`config.mk`:
```
export PLATFORM = sky130hd
export DESIGN_NAME = bus_arb8
export DESIGN_NICKNAME = d
export VERILOG_FILES = /design/src/rtl/bus_arb8.sv
export SDC_FILE = /design/constraint.sdc
export NUM_CORES = 1
export LEC_CHECK = 0
export BUFFER_PORTS_ARGS = -buffer_cell sky130_fd_sc_hd__buf_2
export CELL_PAD_IN_SITES_DETAIL_PLACEMENT = 1
export CELL_PAD_IN_SITES_GLOBAL_PLACEMENT = 1
export CORE_AREA = 3 3 116 118
export CTS_CLUSTER_DIAMETER = 50
export CTS_CLUSTER_SIZE = 8
export DETAILED_ROUTE_END_ITERATION = 6
export DIE_AREA = 0 0 119 121
export PLACE_DENSITY = 0.87
export SYNTH_ARGS = -nofsm -noshare
export SYNTH_HDL_FRONTEND = slang
export SYNTH_SLANG_ARGS = --single-unit
```
`constraint.sdc`:
```
create_clock -name clk -period 13 [get_ports clk]
set_input_delay 2.6 -clock clk [delete_from_list [all_inputs] [get_ports clk]]
set_output_delay 2.6 -clock clk [all_outputs]
set_load 0.02 [all_outputs]
```
`src/rtl/bus_arb8.sv`:
```
// bus_arb8: 8-requester round-robin arbiter feeding a one-entry registered output buffer.
// Ports: clk, rst_n (async active-low); req[7:0] requests, din[8*WIDTH-1:0] packed requester data,
//   lock[7:0] grant-hold hints; ack[7:0] one-hot capture pulse, sel[2:0] last captured index,
//   out_valid/out_ready/out_data[WIDTH-1:0] output handshake.
// Define ARB_LOCK_EN to let a winner captured with lock[winner]=1 keep top priority.
module bus_arb8 #(
    parameter int WIDTH = 16
) (
    input  logic               clk,
    input  logic               rst_n,
    input  logic [7:0]         req,
    input  logic [8*WIDTH-1:0] din,
    input  logic [7:0]         lock,
    output logic [7:0]         ack,
    output logic [2:0]         sel,
    output logic               out_valid,
    input  logic               out_ready,
    output logic [WIDTH-1:0]   out_data
);
    typedef enum logic {EMPTY, FULL} state_t;
    state_t     state, state_nx;
    logic [2:0] last, start, win, idx;
    logic       slot, cap, hold;
    always_comb begin
        start = last + 3'd1;
`ifdef ARB_LOCK_EN
        if (hold) start = last;
`endif
        win = start;
        idx = start;
        // walk downward so the lowest offset from start is the final assignment
        for (int i = 7; i >= 0; i--) begin
            idx = start + 3'(i);
            if (req[idx]) win = idx;
        end
        slot     = (state == EMPTY) || out_ready;
        cap      = slot && (|req);
        state_nx = cap ? FULL : (slot ? EMPTY : state);
        ack      = (cap && rst_n) ? (8'd1 << win) : 8'd0;
    end
    assign out_valid = (state == FULL);
`ifndef ARB_LOCK_EN
    logic unused_lock;
    assign unused_lock = ^lock;
`endif
    always_ff @(posedge clk or negedge rst_n) begin
        if (!rst_n) begin
            state    <= EMPTY;
            out_data <= '0;
            sel      <= 3'd0;
            last     <= 3'd7;
            hold     <= 1'b0;
        end else begin
            state <= state_nx;
            if (cap) begin
                out_data <= din[win*WIDTH +: WIDTH];
                sel      <= win;
                last     <= win;
            end
`ifdef ARB_LOCK_EN
            if (cap) hold <= lock[win];
            else if (slot) hold <= 1'b0;
`else
            hold <= 1'b0;
`endif
        end
    end
endmodule

```
==> results.md <==
* Status: finished, final reports clean
* Clk pin slew, worst setup/hold paths at 60 ps
* FP Rows at 41
* Initial antenna violation count at 0
* Post-DP HPWL at approximately 13,000 um
* Worst-Margin Slew at between 1000 and 1500 ps
* RSZ-0062 raised after global routing: false
* Ys async rst share at 100%
* Synthesized Nets at 752
* Worst Setup End Kind: primary output
* Detailed-route via count at between 5,000 and 6,000
* Peak fanout along the critical path at a little over 80
* First-pass GRT wire length at 27,200 um
* Top Ports at about 180
* Top-area cell type share of the netlist area at roughly 16%
* Crit path launch type: register
* Layout Skew at 3.30 ps
* Chip height at 121 um
* Worst-Skew Late Latency at 260 ps
* Syn Inst Count at between 600 and 700
* Worst endpoint required time at between 10,000 and 15,000 ps
* Nets at 882
* Cell taking the most area after synthesis: mux2i_1
* Cts repair resizes at 0
* Diodes inserted at 0
* Slowest-stage cell, CP: ha_1
* Crit Path Class: register to primary output
* Core area at 12,600 sq um
* Die area at 14,400 sq um
* CTS root buf: clkbuf_16
* MaxCap Viol Count at 0
* Non-Filler Instances at 904
* Ys flop type: dfrtp_1
* CP most frequent cell: buf_4
* I/O Buffers at 166
* FILL cells at 1,666
* CP cell instances: buf_4 -> inv_2 -> buf_4 -> ha_1 -> mux4_2 -> mux2_2 -> a211oi_2 -> or2_1 -> buf_4 -> a21oi_4 -> xnor2_4 -> buf_4 -> nand2_1 -> nor3_1 -> buf_2
* CTS Buf Count at 3
* Main area contributors after synthesis: mux2i_1 16%, nand2_1 12%, dfrtp_1 11%
* Chip Width at 119 um
* CTS tree: done
* Layout cells sized above 1 at 33.5%
* Placed insts at 900
* Initial core utilization at 34.9%
* DRC errors left at 0
* Final hold violation count at 0
* Post-synth EDFFs at 0
* Mean post-synth cell area at 7.27 sq um
* Final Cycle Share at 65.6%
* Vias per cell at about 5.8
* Layout area overhead at 22.5%
* GP Congestion at just over 0.8
* Hold Buf Count CTS at 0
* Synth cell types at 47
* Achievable Freq at 0.117 GHz
* Total detailed-routing wirelength at 17,100 um
* Drt pass-1 iters at 5
* Max-slew violation count at 0
* Global-route usage over all layers at 22.8%
* Max_slew headroom at 15.0%
* Worst Hold Class: register to register
* Gr ovfl total at 0
* TNS Setup at 0 ps
* Biggest cell delay along the critical path at 890 ps
* Clock buffer depth at 2
* Crit path arrival time at 5920 ps
* Clk sinks at 23
* Cell Area, Synth at approximately 4400 sq um
* Setup Buffers After CTS at 0
* DRT antenna net count at 0
* Routed len/inst at 18.9 um
* Seq/Total Area, Yosys at 13.2%
* Iter 0 DRT Violations at 395
* H-tree depth at 1
* FF+latch count, synth at 23
* Vias in the first global route at 5,324
* Largest net degree at the start of global routing at 84
* Ys Warns at 0
* Final min period at 8520 ps
* Final setup fails at 0
* Finished Core Util at 42.7%
[metal layers]
metal  wire length, um  track usage [%]
met2              8610             39.5
met3               686             2.42
met1              7130             29.3
met5                 0                0
met4               624             8.62
[final timing paths]
check | startpoint | endpoint | slack [ps] | cells past startpoint
worst min register to register | sel[1]$_DFFE_PN0P_ | sel[1]$_DFFE_PN0P_ | 490 | 2
worst min-delay path | sel[1]$_DFFE_PN0P_ | sel[1]$_DFFE_PN0P_ | 490 | 2
worst max-delay path | last[0]$_DFFE_PN1P_ | ack[6] | 4480 | 15
max in group asynchronous | rst_n | out_data[5]$_DFFE_PN0P_ | 10300 | 1
min in group asynchronous | rst_n | sel[1]$_DFFE_PN0P_ | 2330 | 1
worst max register to register | last[0]$_DFFE_PN1P_ | out_data[0]$_DFFE_PN0P_ | 6950 | 15
[cells in the mapped netlist (2+ instances only)]
cell        n
buf_6       5
xnor2_1     4
nor4_1      4
dfstp_2     3
a21oi_1    71
dfrtp_1    20
buf_1       2
ha_1        2
buf_4       4
a21o_1      2
o211a_1    17
a211oi_1   65
or2_2      32
nor3_1     36
o21ai_0     3
mux4_2     11
o21ai_1     3
mux2i_1    71
clkbuf_1   39
mux2_2      5
buf_2       5
nor2_1      8
a221o_1    16
nor2b_1     2
nand3_1     2
nand2_1   143
inv_1       4
a22oi_1     2
or4_1       2
or2_1       3
[per-stage QoR]
stage / hold WS [ps] / area [sq um] / setup WS, ps
final: 487 / 5370 / 4480
after global routing: 518 / 5370 / 4120
after CTS: 497 / 5370 / 4430
after detailed placement: 482 / 5290 / 4670
after global placement: 458 / 5290 / 4810
after floorplan: 450 / 4380 / 5300
[cell type report]
class	count	area, sq um	area share [%]
Inverter	6	22.5	0.419
Tap cell	172	215	4.01
Clock buffer	4	78.8	1.47
Timing Repair Buffer	180	936	17.4
Sequential cell	23	579	10.8
Multi-Input combinational cell	519	3540	65.9
[cells in the final DEF (no fill, tap or decap), types with 5 or more instances in the layout]
cell and instances:
buf_4 14, nor3_1 36, o211a_1 17, nor2_1 7, buf_2 166, a211oi_1 65, a221o_1 16, mux4_2 11
dfrtp_1 20, a21oi_1 71, mux2_2 5, mux2i_1 70, nand2_1 143, or2_2 32
[worst max-delay path, delay by kind of cell (launching register included)]
kind / cells / cell delay (ps)
buf+inv: 6 / 2190
mux: 2 / 980
fa+ha+maj: 1 / 890
flops: 1 / 520
simple gates: 3 / 460
compound gates: 2 / 430
xor+xnor: 1 / 140
[flip-flops by register name (all words and copies together) (netlist names)]
name / count
sel: 3
out_data: 16
out_valid: 1
last: 3
[kinds of logic (layout without fill, tap and decap cells)]
logic type	count (synthesis)	in the layout	share of synthesized area [%]
flops	23	23	13.2
buf+inv	61	190	6.57
xor+xnor	7	7	2.31
simple gates	236	236	24.2
mux	87	87	23.2
compound gates	187	187	30.0
fa+ha+maj	2	2	0.571
Power is left out: the tool's default activity adds up to more than one toggle a clock period on the data nets, which glitch-free logic cannot reach.
